==> src/rtl/uart_alu_pkg.sv <==
// Shared constants for the UART <-> ALU control slice.
// No logic: state encoding, response status bytes, flag bit positions, opcodes.
// No flow control.
package uart_alu_pkg;

  // Values are stable because they drive the state_dbg LEDs.
  typedef enum logic [3:0] {
    ST_IDLE     = 4'd0,
    ST_RECV_A   = 4'd1,
    ST_RECV_B   = 4'd2,
    ST_RECV_OP  = 4'd3,
    ST_EXEC     = 4'd4,
    ST_CAPT     = 4'd5,
    ST_TX_LOAD  = 4'd6,
    ST_TX_WAIT  = 4'd7,
    ST_ERR_LOAD = 4'd8,
    ST_ERR_WAIT = 4'd9
  } state_t;

  localparam logic [7:0] STATUS_OK_DEF      = 8'h55;
  localparam logic [7:0] STATUS_TIMEOUT_DEF = 8'hE0;

  // Bit positions inside the flags response byte.
  localparam int FLAG_Z = 7;
  localparam int FLAG_V = 6;
  localparam int FLAG_C = 5;

  // Opcodes understood by the companion alu.
  localparam logic [5:0] OP_ADD = 6'h20;
  localparam logic [5:0] OP_SUB = 6'h22;

endpackage

==> src/rtl/uart_alu_ctrl_if.sv <==
// Bundle of the UART byte handshakes and the ALU operand/result bus.
// No logic, no latency.
// rx_done/tx_start/tx_done are single-cycle pulses; tx_data is held until tx_done.
// master: the controller. slave: the uart_rx/uart_tx/alu side.
interface uart_alu_ctrl_if #(
  parameter int DATA_BITS = 8,
  parameter int OP_BITS   = 6
);
  logic                 rx_done;
  logic [7:0]           rx_data;
  logic                 tx_start;
  logic [7:0]           tx_data;
  logic                 tx_done;
  logic [DATA_BITS-1:0] alu_a;
  logic [DATA_BITS-1:0] alu_b;
  logic [OP_BITS-1:0]   alu_op;
  logic [DATA_BITS-1:0] alu_result;
  logic                 alu_zero;
  logic                 alu_overflow;
  logic                 alu_carry;

  modport master (
    input  rx_done, rx_data, tx_done, alu_result, alu_zero, alu_overflow, alu_carry,
    output tx_start, tx_data, alu_a, alu_b, alu_op
  );

  modport slave (
    output rx_done, rx_data, tx_done, alu_result, alu_zero, alu_overflow, alu_carry,
    input  tx_start, tx_data, alu_a, alu_b, alu_op
  );
endinterface

==> src/rtl/uart_alu_timeout.sv <==
// Inter-byte watchdog: loadable down-counter, expired when it sits at zero while enabled.
// Latency: expired goes high TIMEOUT_CYCLES-1 enabled clocks after the last clr.
// No flow control; clr has priority over counting. TIMEOUT_CYCLES=0 never expires.
// Ports: clk, reset_n (async, active low), clr (reload), en (count), expired (comb).
module uart_alu_timeout #(
  parameter int unsigned TIMEOUT_CYCLES = 10_000_000
) (
  input  logic clk,
  input  logic reset_n,
  input  logic clr,
  input  logic en,
  output logic expired
);
  localparam int unsigned LOAD = (TIMEOUT_CYCLES > 0) ? TIMEOUT_CYCLES - 1 : 0;
  localparam int          W    = (LOAD > 0) ? $clog2(LOAD + 1) : 1;

  logic [W-1:0] cnt;

  always_ff @(posedge clk or negedge reset_n) begin
    if (!reset_n) begin
      cnt <= '0;
    end else if (clr) begin
      cnt <= W'(LOAD);
    end else if (en && cnt != '0) begin
      cnt <= cnt - W'(1);
    end
  end

  assign expired = (TIMEOUT_CYCLES != 0) && en && (cnt == '0);

endmodule

==> src/rtl/uart_alu_ctrl.sv <==
// Frames RX bytes into A, B (LSB first) and opcode, runs the ALU, returns result/flags/status.
// Latency: tx_start rises 3 clocks after the edge that samples the opcode byte.
// Waits on tx_done per byte; rx bytes arriving outside IDLE/RECV_* are dropped.
// Ports: clk, reset_n (async, active low), bus (uart_alu_ctrl_if.master),
//        busy (not IDLE), err_timeout (1-cycle abort pulse), state_dbg (state code).
// Build option: UART_ALU_CHECKSUM_EN inserts an XOR checksum byte before the status byte.
module uart_alu_ctrl
  import uart_alu_pkg::*;
#(
  parameter int          DATA_BITS      = 8,
  parameter int          OP_BITS        = 6,
  parameter int unsigned TIMEOUT_CYCLES = 10_000_000,
  parameter logic [7:0]  STATUS_OK      = STATUS_OK_DEF,
  parameter logic [7:0]  STATUS_TIMEOUT = STATUS_TIMEOUT_DEF
) (
  input  logic                   clk,
  input  logic                   reset_n,
  uart_alu_ctrl_if.master        bus,
  output logic                   busy,
  output logic                   err_timeout,
  output logic [3:0]             state_dbg
);
  localparam int NBYTES = DATA_BITS / 8;
`ifdef UART_ALU_CHECKSUM_EN
  localparam int TX_LAST = NBYTES + 2;
`else
  localparam int TX_LAST = NBYTES + 1;
`endif
  localparam logic [2:0] IDX_RX_LAST = 3'(NBYTES - 1);
  localparam logic [2:0] IDX_TX_LAST = 3'(TX_LAST);

  state_t               state, state_nxt;
  logic [2:0]           idx;        // byte index, shared by the receive and transmit phases
  logic [DATA_BITS-1:0] a_sh, b_sh; // shadow operands, only copied to the ALU in EXEC
  logic [OP_BITS-1:0]   op_sh;
  logic [DATA_BITS-1:0] res_snap;
  logic [7:0]           flags_snap;
  logic [7:0]           flags_now;
  logic [7:0]           tx_byte;
  logic                 in_recv;
  logic                 tmo_expired;
  logic                 tmo_hit;

  assign in_recv   = (state == ST_RECV_A) || (state == ST_RECV_B) || (state == ST_RECV_OP);
  // A byte landing in the expiry cycle wins over the timeout.
  assign tmo_hit   = tmo_expired && !bus.rx_done;
  assign busy      = (state != ST_IDLE);
  assign state_dbg = state;

  // Held in reload outside RECV_*, so each frame starts with a full window.
  uart_alu_timeout #(.TIMEOUT_CYCLES(TIMEOUT_CYCLES)) u_timeout (
    .clk     (clk),
    .reset_n (reset_n),
    .clr     (!in_recv || bus.rx_done),
    .en      (in_recv),
    .expired (tmo_expired)
  );

  always_comb begin
    flags_now         = '0;
    flags_now[FLAG_Z] = bus.alu_zero;
    flags_now[FLAG_V] = bus.alu_overflow;
    flags_now[FLAG_C] = bus.alu_carry;
  end

`ifdef UART_ALU_CHECKSUM_EN
  logic [7:0] csum;
  always_comb begin
    csum = flags_snap;
    for (int i = 0; i < NBYTES; i++) csum = csum ^ res_snap[8*i +: 8];
  end
`endif

  // Response byte for the current transmit index.
  always_comb begin
    tx_byte = STATUS_OK;
    if (idx == 3'(NBYTES)) tx_byte = flags_snap;
`ifdef UART_ALU_CHECKSUM_EN
    if (idx == 3'(NBYTES + 1)) tx_byte = csum;
`endif
    for (int i = 0; i < NBYTES; i++) begin
      if (idx == 3'(i)) tx_byte = res_snap[8*i +: 8];
    end
  end

  always_ff @(posedge clk or negedge reset_n) begin
    if (!reset_n) state <= ST_IDLE;
    else          state <= state_nxt;
  end

  always_comb begin
    state_nxt = state;
    case (state)
      ST_IDLE:     if (bus.rx_done) state_nxt = (NBYTES == 1) ? ST_RECV_B : ST_RECV_A;
      ST_RECV_A:   if (bus.rx_done && idx == IDX_RX_LAST) state_nxt = ST_RECV_B;
                   else if (tmo_hit) state_nxt = ST_ERR_LOAD;
      ST_RECV_B:   if (bus.rx_done && idx == IDX_RX_LAST) state_nxt = ST_RECV_OP;
                   else if (tmo_hit) state_nxt = ST_ERR_LOAD;
      ST_RECV_OP:  if (bus.rx_done) state_nxt = ST_EXEC;
                   else if (tmo_hit) state_nxt = ST_ERR_LOAD;
      ST_EXEC:     state_nxt = ST_CAPT;
      ST_CAPT:     state_nxt = ST_TX_LOAD;
      ST_TX_LOAD:  state_nxt = ST_TX_WAIT;
      ST_TX_WAIT:  if (bus.tx_done) state_nxt = (idx == IDX_TX_LAST) ? ST_IDLE : ST_TX_LOAD;
      ST_ERR_LOAD: state_nxt = ST_ERR_WAIT;
      ST_ERR_WAIT: if (bus.tx_done) state_nxt = ST_IDLE;
      default:     state_nxt = ST_IDLE;
    endcase
  end

  always_ff @(posedge clk or negedge reset_n) begin
    if (!reset_n) begin
      idx         <= '0;
      a_sh        <= '0;
      b_sh        <= '0;
      op_sh       <= '0;
      res_snap    <= '0;
      flags_snap  <= '0;
      bus.alu_a   <= '0;
      bus.alu_b   <= '0;
      bus.alu_op  <= '0;
      bus.tx_start <= 1'b0;
      bus.tx_data <= '0;
      err_timeout <= 1'b0;
    end else begin
      bus.tx_start <= 1'b0;
      err_timeout  <= tmo_hit;
      if (tmo_hit) begin
        // Abort: the partial frame is discarded, committed ALU inputs stay put.
        a_sh  <= '0;
        b_sh  <= '0;
        op_sh <= '0;
        idx   <= '0;
      end else begin
        case (state)
          ST_IDLE: if (bus.rx_done) begin
            a_sh[7:0] <= bus.rx_data;
            idx       <= (NBYTES == 1) ? 3'd0 : 3'd1;
          end
          ST_RECV_A: if (bus.rx_done) begin
            for (int i = 0; i < NBYTES; i++) if (idx == 3'(i)) a_sh[8*i +: 8] <= bus.rx_data;
            idx <= (idx == IDX_RX_LAST) ? 3'd0 : idx + 3'd1;
          end
          ST_RECV_B: if (bus.rx_done) begin
            for (int i = 0; i < NBYTES; i++) if (idx == 3'(i)) b_sh[8*i +: 8] <= bus.rx_data;
            idx <= (idx == IDX_RX_LAST) ? 3'd0 : idx + 3'd1;
          end
          ST_RECV_OP: if (bus.rx_done) op_sh <= bus.rx_data[OP_BITS-1:0];
          ST_EXEC: begin
            bus.alu_a  <= a_sh;
            bus.alu_b  <= b_sh;
            bus.alu_op <= op_sh;
          end
          ST_CAPT: begin
            res_snap   <= bus.alu_result;
            flags_snap <= flags_now;
            idx        <= '0;
          end
          ST_TX_LOAD: begin
            bus.tx_start <= 1'b1;
            bus.tx_data  <= tx_byte;
          end
          ST_TX_WAIT: if (bus.tx_done) idx <= (idx == IDX_TX_LAST) ? 3'd0 : idx + 3'd1;
          ST_ERR_LOAD: begin
            bus.tx_start <= 1'b1;
            bus.tx_data  <= STATUS_TIMEOUT;
          end
          default: ;
        endcase
      end
    end
  end

endmodule

==> src/flat_wrapper.sv <==
// flat-port wrapper written by rule: the top's interface ports become plain ports
module uart_alu_ctrl_flat import uart_alu_pkg::*;
#(
  parameter int          DATA_BITS      = 8,
  parameter int          OP_BITS        = 6,
  parameter int unsigned TIMEOUT_CYCLES = 10_000_000,
  parameter logic [7:0]  STATUS_OK      = STATUS_OK_DEF,
  parameter logic [7:0]  STATUS_TIMEOUT = STATUS_TIMEOUT_DEF
)
  (clk, reset_n, busy, err_timeout, state_dbg, bus_rx_done, bus_rx_data, bus_tx_done, bus_alu_result, bus_alu_zero, bus_alu_overflow, bus_alu_carry, bus_tx_start, bus_tx_data, bus_alu_a, bus_alu_b, bus_alu_op);
  uart_alu_ctrl_if #(.DATA_BITS(DATA_BITS), .OP_BITS(OP_BITS)) bus_i ();
  input  logic clk;
  input  logic reset_n;
  output logic busy;
  output logic err_timeout;
  output logic [3:0] state_dbg;
  input wire logic [$bits(bus_i.rx_done)-1:0] bus_rx_done;
  input wire logic [$bits(bus_i.rx_data)-1:0] bus_rx_data;
  input wire logic [$bits(bus_i.tx_done)-1:0] bus_tx_done;
  input wire logic [$bits(bus_i.alu_result)-1:0] bus_alu_result;
  input wire logic [$bits(bus_i.alu_zero)-1:0] bus_alu_zero;
  input wire logic [$bits(bus_i.alu_overflow)-1:0] bus_alu_overflow;
  input wire logic [$bits(bus_i.alu_carry)-1:0] bus_alu_carry;
  output wire logic [$bits(bus_i.tx_start)-1:0] bus_tx_start;
  output wire logic [$bits(bus_i.tx_data)-1:0] bus_tx_data;
  output wire logic [$bits(bus_i.alu_a)-1:0] bus_alu_a;
  output wire logic [$bits(bus_i.alu_b)-1:0] bus_alu_b;
  output wire logic [$bits(bus_i.alu_op)-1:0] bus_alu_op;
  assign bus_i.rx_done = bus_rx_done;
  assign bus_i.rx_data = bus_rx_data;
  assign bus_i.tx_done = bus_tx_done;
  assign bus_i.alu_result = bus_alu_result;
  assign bus_i.alu_zero = bus_alu_zero;
  assign bus_i.alu_overflow = bus_alu_overflow;
  assign bus_i.alu_carry = bus_alu_carry;
  assign bus_tx_start = bus_i.tx_start;
  assign bus_tx_data = bus_i.tx_data;
  assign bus_alu_a = bus_i.alu_a;
  assign bus_alu_b = bus_i.alu_b;
  assign bus_alu_op = bus_i.alu_op;
  uart_alu_ctrl #(.DATA_BITS(DATA_BITS), .OP_BITS(OP_BITS), .TIMEOUT_CYCLES(TIMEOUT_CYCLES), .STATUS_OK(STATUS_OK), .STATUS_TIMEOUT(STATUS_TIMEOUT)) u_core (.clk(clk), .reset_n(reset_n), .bus(bus_i), .busy(busy), .err_timeout(err_timeout), .state_dbg(state_dbg));
endmodule
==> config.mk <==
export PLATFORM = sky130hd
export DESIGN_NAME = uart_alu_ctrl_flat
export DESIGN_NICKNAME = d
export VERILOG_FILES = /design/src/rtl/uart_alu_pkg.sv /design/src/rtl/uart_alu_ctrl_if.sv /design/src/rtl/uart_alu_timeout.sv /design/src/rtl/uart_alu_ctrl.sv /design/src/flat_wrapper.sv
export SDC_FILE = /design/constraint.sdc
export NUM_CORES = 1
export LEC_CHECK = 0
export ABC_AREA = 0
export CORE_UTILIZATION = 50
export DETAILED_ROUTE_END_ITERATION = 8
export PLACE_DENSITY_LB_ADDON = 0.1
export SYNTH_ARGS = -nofsm -noshare
export SYNTH_HDL_FRONTEND = slang
export SYNTH_SLANG_ARGS = --single-unit
==> constraint.sdc <==
create_clock -name clk -period 2.4 [get_ports clk]
set_input_delay 0.72 -clock clk [delete_from_list [all_inputs] [get_ports clk]]
set_output_delay 0.72 -clock clk [all_outputs]
set_load 0.02 [all_outputs]
==> results of run 1 <==
==> state kept, by name, summed over array words and instances, names as in the netlist <==
name and count:
u_core.u_timeout.cnt 24, u_core.a_sh 8, u_core.b_sh 8, u_core.bus.alu_a 8
u_core.bus.alu_b 8, u_core.bus.tx_data 8, u_core.res_snap 8, u_core.bus.alu_op 6
u_core.op_sh 6, u_core.state_dbg 4, u_core.flags_snap 3, u_core.idx 3
u_core.bus.tx_start 1, u_core.err_timeout 1
==> cells in the final DEF (no fill, tap or decap), drive strengths merged, types with 3 or more instances in the layout <==
| cell type | instances |
|---|---|
| clkinv | 3 |
| a21oi | 26 |
| nor4 | 7 |
| a311oi | 3 |
| nor2 | 41 |
| nand2b | 8 |
| nand3 | 7 |
| and3 | 5 |
| nand4 | 4 |
| nor3 | 11 |
| clkbuf | 10 |
| clkdlybuf4s50 | 56 |
| or2 | 3 |
| mux2i | 25 |
| nand2 | 22 |
| dfrtp | 96 |
| or4 | 12 |
| xnor2 | 6 |
| nor3b | 4 |
| o21ai | 20 |
| or3 | 13 |
| mux2 | 36 |
| inv | 8 |
| o31ai | 3 |
| ha | 6 |
| nand3b | 5 |
| buf | 36 |
==> repair_timing <==
action                                 4_1_cts  5_1_grt
gates resized for setup                      0        6
hold buffers                                 0        0
setup endpoints to repair                    0        9
endpoints found under the hold margin        0        0
==> where the power goes <==
group          internal (W)  switching, W
Combinational       0.00144       0.00143
Clock              0.000594      0.000572
Sequential          0.00221      0.000328
==> per-stage QoR <==
stage	area (µm²)	setup slack [ns]	power (W)	std cells	hold WS (ns)
5_1_grt	5720	0.0000934	0.00702	613	0.307
6_report	5720	0.0549	0.00658	613	0.299
3_5_place_dp	5490	-0.120	0.00545	597	0.496
3_3_place_gp	5490	-0.0669	0.00538	597	0.486
4_1_cts	5700	0.0484	0.00664	613	0.302
2_1_floorplan	4560	0.0147	0.00426	420	0.424
==> Yosys cell counts, drive strengths merged <==
master  number
xnor2        6
nand2       22
a31o         1
o211ai       2
nand3        7
or4         12
o31a         2
mux2        36
o21a         1
a21bo        1
o32ai        2
nand4b       1
clkbuf      16
a21oi       26
nand4        4
o21ai       20
nor3b        4
o31ai        3
a211o        1
inv          7
and2         1
mux2i       25
nor3        11
and4         1
nor4         7
and3         5
or2          3
o22ai        2
nor2        41
a41oi        1
or3b         2
nand3b       5
nor2b        2
or3         13
a31oi        1
nor4b        1
dfrtp       96
and3b        1
nand2b       8
ha           6
a311oi       3
a211oi       2
buf          9
==> cell type report <==
| type | count | area (µm²) | area share [%] |
|---|---|---|---|
| Tap cell | 108 | 135 | 2.36 |
| Multi-Input combinational cell | 292 | 2030 | 35.5 |
| Clock buffer | 10 | 128 | 2.23 |
| Clock inverter | 6 | 91.3 | 1.60 |
| Timing Repair Buffer | 94 | 906 | 15.8 |
| Inverter | 7 | 26.3 | 0.459 |
| Sequential cell | 96 | 2400 | 42.0 |
==> logic make-up (layout without fill, tap and decap cells) <==
| family | Yosys count | count (layout) | share of synthesized area (%) |
|---|---|---|---|
| adder cells (fa/ha/maj) | 6 | 6 | 1.65 |
| XOR/XNOR | 6 | 6 | 1.15 |
| multiplexers | 61 | 61 | 14.4 |
| AO/OA/AOI/OAI | 68 | 68 | 9.04 |
| buffers and inverters | 32 | 117 | 3.05 |
| flip-flops | 96 | 96 | 52.8 |
| AND/OR/NAND/NOR | 151 | 151 | 17.9 |
==> metal layers <==
| layer | share of wire (%) | global-route usage (%) | routed length [µm] |
|---|---|---|---|
| met1 | 47 | 31.2 | 4640 |
| met3 | 5.0 | 4.53 | 493 |
| met5 | 0 | 0 | 0 |
| met2 | 47 | 34.2 | 4590 |
| met4 | 0.87 | 8.94 | 85 |
==> critical path, delay by kind of cell (launching register included) <==
kind             cells  cell delay [ns]
AND/OR/NAND/NOR      4             1.72
AO/OA/AOI/OAI        1             0.07
flip-flops           1             0.44
==> worst paths after layout <==
path / endpoint / slack, ns / cells past startpoint / start
max: u_core.u_timeout.cnt[19] / 0.05 / 5 / u_core.u_timeout.cnt[10]
min: u_core.u_timeout.cnt[22] / 0.30 / 1 / reset_n
max reg2reg: u_core.u_timeout.cnt[19] / 0.05 / 5 / u_core.u_timeout.cnt[10]
min reg2reg: u_core.bus.alu_b[6] / 0.51 / 1 / u_core.b_sh[6]
max in group asynchronous: u_core.bus.alu_b[5] / 1.44 / 2 / reset_n
min in group clk: u_core.bus.alu_b[6] / 0.51 / 1 / u_core.b_sh[6]
==> results.py, run 1 <==
metrics = {
    "power_and_ir_drop": {
        "ir_drop_mv": 0.660,
        "power.density_nw_per_um2": 1150,
        "leakage_nw": 2.39,
    },
    "sta": {
        "worst_clock_skew_ns": 0.0155,
        "fin_crit_ns": 2.35,
        "setup_violations": 0,
        "rsz0062_at_grt": "false",
        "tightest_slew_ns": 0.433,
        "maxSlewViolCount": 0,
        "tns_ns": 0,
        "hold_viol_final": 0,
        "relSlewSlack_pct": 70.9,
        "max_freq_mhz": 426,
        "post-route-period-util_pct": 97.7,
    },
    "synthesis": {
        "synth_nets": 449,
        "synthTopCellsByArea": "dfrtp_1 (53%), mux2_2 (8.9%), mux2i_1 (5.5%), nor2_1 (3.4%), a21oi_1 (2.9%)",
        "yosys.area.top_type_share_pct": 52.8,
        "synth_warnings": 0,
        "synthesis.area_um2": 4550,
        "yosys_register_bits": 96,
        "syn_avg_cell_area_um2": 10.8,
        "yosysTopAreaCell": "dfrtp_1",
        "synth_cell_types": 53,
        "syn_inst": 420,
        "yosysSeqAreaShare_pct": 52.8,
    },
    "clock_network": {
        "cts_setup_buffers": 0,
        "clk-insertion-delay-late_ns": 0.36,
        "htree_levels": 3,
        "cts.sinks": 96,
        "cts_buffers": 9,
        "cts.clk_slew.worst_paths_ns": 0.09,
        "tritoncts": "yes",
        "cts_root_buffer": "clkbuf_8",
        "clockBufferDepth": 2,
    },
    "worst_hold_path": {
        "hold_path_class": "primary input to async pin",
    },
    "outcome": {
        "status": "finished, final reports clean",
    },
    "global_route": {
        "grt_first_pass_wirelength_um": 17000,
        "antenna_found_initial": 0,
        "grt_max_degree": 42,
        "grt_pass1_vias": 3517,
        "gr-total-overflow": 0,
        "grt_util_all_layers_pct": 22.3,
    },
    "die": {
        "core-area_um2": 8760,
        "dieWidth_um": 97.4,
        "start_util_pct": 51.9,
        "die_area_um2": 9490,
        "io_pins": 60,
        "row_count": 34,
        "die_h_um": 97.4,
    },
    "critical_path": {
        "crit_fanout": 6,
        "slowest_stage": "or4_1",
        "critical_path.max_stage_delay_ns": 0.64,
        "critPathCaptureType": "register",
        "start_kind": "register",
        "cp_cell_sequence": "or4_1 > or4_1 > nor4_1 > and3_1 > o21ai_0",
        "cp.arrival_ns": 2.58,
        "worstSetupPathType": "register to register",
        "cp.required_ns": 2.64,
        "path_common_cell": "or4_1",
    },
    "route": {
        "vias_per_cell": 5.68,
        "first_pass_iters": 4,
        "num_vias": 3482,
        "drc": 0,
        "drt-total-wl_um": 9810,
        "wl_per_cell_um": 16.0,
        "ant_nets": 0,
        "drtIter0Drc": 187,
    },
    "flow_run": {
        "cap_viol_max_count": 0,
    },
    "placement": {
        "place_congestion": 0.855,
        "dp_hpwl_um": 6850,
        "io_buffers": 59,
    },
    "layout": {
        "fin_util_pct": 65.3,
        "syn_to_final_growth_pct": 25.8,
        "antennaDiodeCount": 0,
        "fillerInstances": 723,
        "drive_gt1_share_pct": 20.4,
        "fin_nets": 529,
    },
}
(Power assumes the default switching activity.)
==> inputs of run 2 (changes only) <==
--- a/config.mk
+++ b/config.mk
@@ -6,6 +6,7 @@
 export NUM_CORES = 1
 export LEC_CHECK = 0
 export ABC_AREA = 0
+export ABC_CLOCK_PERIOD_IN_PS = 2400
 export CORE_UTILIZATION = 50
 export DETAILED_ROUTE_END_ITERATION = 8
 export PLACE_DENSITY_LB_ADDON = 0.1
==> results of run 2 <==
No change in the layout: final DEF, timing and power equal those of run 1.
==> inputs of run 3 (changes only) <==
--- a/config.mk
+++ b/config.mk
@@ -9,7 +9,7 @@
 export ABC_CLOCK_PERIOD_IN_PS = 2400
 export CORE_UTILIZATION = 50
 export DETAILED_ROUTE_END_ITERATION = 8
-export PLACE_DENSITY_LB_ADDON = 0.1
+export PLACE_DENSITY_LB_ADDON = 0.25
 export SYNTH_ARGS = -nofsm -noshare
 export SYNTH_HDL_FRONTEND = slang
 export SYNTH_SLANG_ARGS = --single-unit
==> results.py, run 3 (synthesis results as in run 1) <==
metrics = {
    "outcome": {
        "status": "finished, final reports clean",
    },
    "critical_path": {
        "cp.arrival_ns": 2.57,
        "crit_fanout": 7,
        "start_kind": "register",
        "cp.required_ns": 2.70,
        "worstSetupPathType": "register to register",
        "critPathCaptureType": "register",
    },
    "layout": {
        "syn_to_final_growth_pct": 24.9,
        "antennaDiodeCount": 0,
        "regArea_um2": 2400,
        "largest_reg_flops": 24,
        "drive_gt1_share_pct": 20.2,
        "fin_util_pct": 64.9,
        "fin_nets": 529,
        "fin_area_um2": 5680,
        "final_common_cell": "dfrtp_1",
        "mostFrequentLayoutCells": "dfrtp_1 (96), clkdlybuf4s50_1 (56), nor2_1 (41)",
        "multi_input_area_um2": 2030,
        "fillerInstances": 690,
        "top_register": "u_core.u_timeout.cnt",
        "instances_no_fill": 613,
    },
    "global_route": {
        "grt_pass1_vias": 3500,
        "antenna_found_initial": 0,
        "gr-total-overflow": 0,
        "grt_max_degree": 40,
        "grt_first_pass_wirelength_um": 16800,
        "grt_util_all_layers_pct": 21.8,
    },
    "die": {
        "die_area_um2": 9490,
        "die_h_um": 97.4,
        "start_util_pct": 51.9,
        "io_pins": 60,
        "row_count": 34,
        "core-area_um2": 8760,
        "dieWidth_um": 97.4,
    },
    "sta": {
        "relSlewSlack_pct": 66.1,
        "fin_crit_ns": 2.27,
        "worst_clock_skew_ns": 0.0164,
        "post-route-period-util_pct": 94.7,
        "setup_violations": 0,
        "tightest_slew_ns": 0.509,
        "hold_viol_final": 0,
        "maxSlewViolCount": 0,
        "max_freq_mhz": 440,
        "rsz0062_at_grt": "false",
    },
    "clock_network": {
        "cts_hold_buffers": 0,
        "tritoncts": "yes",
        "cts_root_buffer": "clkbuf_8",
        "htree_levels": 3,
        "cts_buffers": 9,
        "cts.sinks": 96,
        "clk-insertion-delay-late_ns": 0.37,
        "clockBufferDepth": 2,
        "cts.clk_slew.worst_paths_ns": 0.11,
    },
    "placement": {
        "io_buffers": 59,
        "dp_hpwl_um": 6940,
        "place_congestion": 0.874,
        "dpl.cell_count": 597,
        "dpl-instance-area_um2": 5470,
    },
    "route": {
        "first_pass_iters": 4,
        "vias_per_cell": 5.69,
        "ant_nets": 0,
        "drtIter0Drc": 182,
        "drc": 0,
        "num_vias": 3491,
        "wl_per_cell_um": 15.8,
        "drt-total-wl_um": 9710,
    },
    "power_and_ir_drop": {
        "ir_drop_mv": 0.658,
        "power.total_w": 0.00647,
        "power.density_nw_per_um2": 1140,
        "leakage_nw": 2.38,
    },
    "flow_run": {
        "cap_viol_max_count": 0,
    },
    "worst_hold_path": {
        "hold_path_class": "primary input to async pin",
    },
}
## run 3: final timing paths
path / cells past startpoint / endpoint / slack [ns] / startpoint
max: 5 / u_core.u_timeout.cnt[17] / 0.13 / u_core.u_timeout.cnt[3]
min: 1 / u_core.u_timeout.cnt[11] / 0.30 / reset_n
max reg2reg: 5 / u_core.u_timeout.cnt[17] / 0.13 / u_core.u_timeout.cnt[3]
min reg2reg: 1 / u_core.bus.alu_op[5] / 0.50 / u_core.op_sh[5]
max in group asynchronous: 2 / u_core.a_sh[1] / 1.42 / reset_n
min in group clk: 1 / u_core.bus.alu_op[5] / 0.50 / u_core.op_sh[5]
## run 3: layout make-up
type | instances | area share, %
flip-flops and latches | 96 | 42.3
inverters | 7 | 0.462
multi-input cells | 292 | 35.7
clock buffers | 9 | 2.18
well taps | 108 | 2.38
clock inverters | 7 | 1.32
repair buffers | 94 | 15.7
## run 3: critical path: stages, from the launching register on
cell     delay, ns
dfrtp_1       0.40
or4_1         0.57
or2_4         0.29
or4_4         0.51
or3_1         0.31
a21oi_1       0.12
## run 3: metal layers
metal,up-vias,routed length (µm),global-route usage [%]
li1,1672,-,-
met1,1715,4550,30.5
met5,-,0,0
met3,18,444,4.03
met4,0,197,9.05
met2,86,4510,33.7
## run 3: what timing repair did
item,4_1_cts,5_1_grt
setup endpoints to repair,0,15
buffers inserted,0,0
gates resized for setup,0,4
endpoints found under the hold margin,0,0
## run 3: per-stage QoR
step / setup slack [ns] / TNS (ns) / hold WS, ns
2_1_floorplan: 0.0147 / 0 / 0.424
4_1_cts: 0.0304 / 0 / 0.313
5_1_grt: 0.0244 / 0 / 0.336
3_5_place_dp: -0.159 / -2.16 / 0.491
6_report: 0.128 / 0 / 0.301
3_3_place_gp: -0.0705 / -0.924 / 0.477
## run 3: where the power goes
part | internal, W | switching (W) | total [W]
sequential | 0.00221 | 0.000330 | 0.00254
combinational | 0.00142 | 0.00144 | 0.00286
clock | 0.000413 | 0.000657 | 0.00107
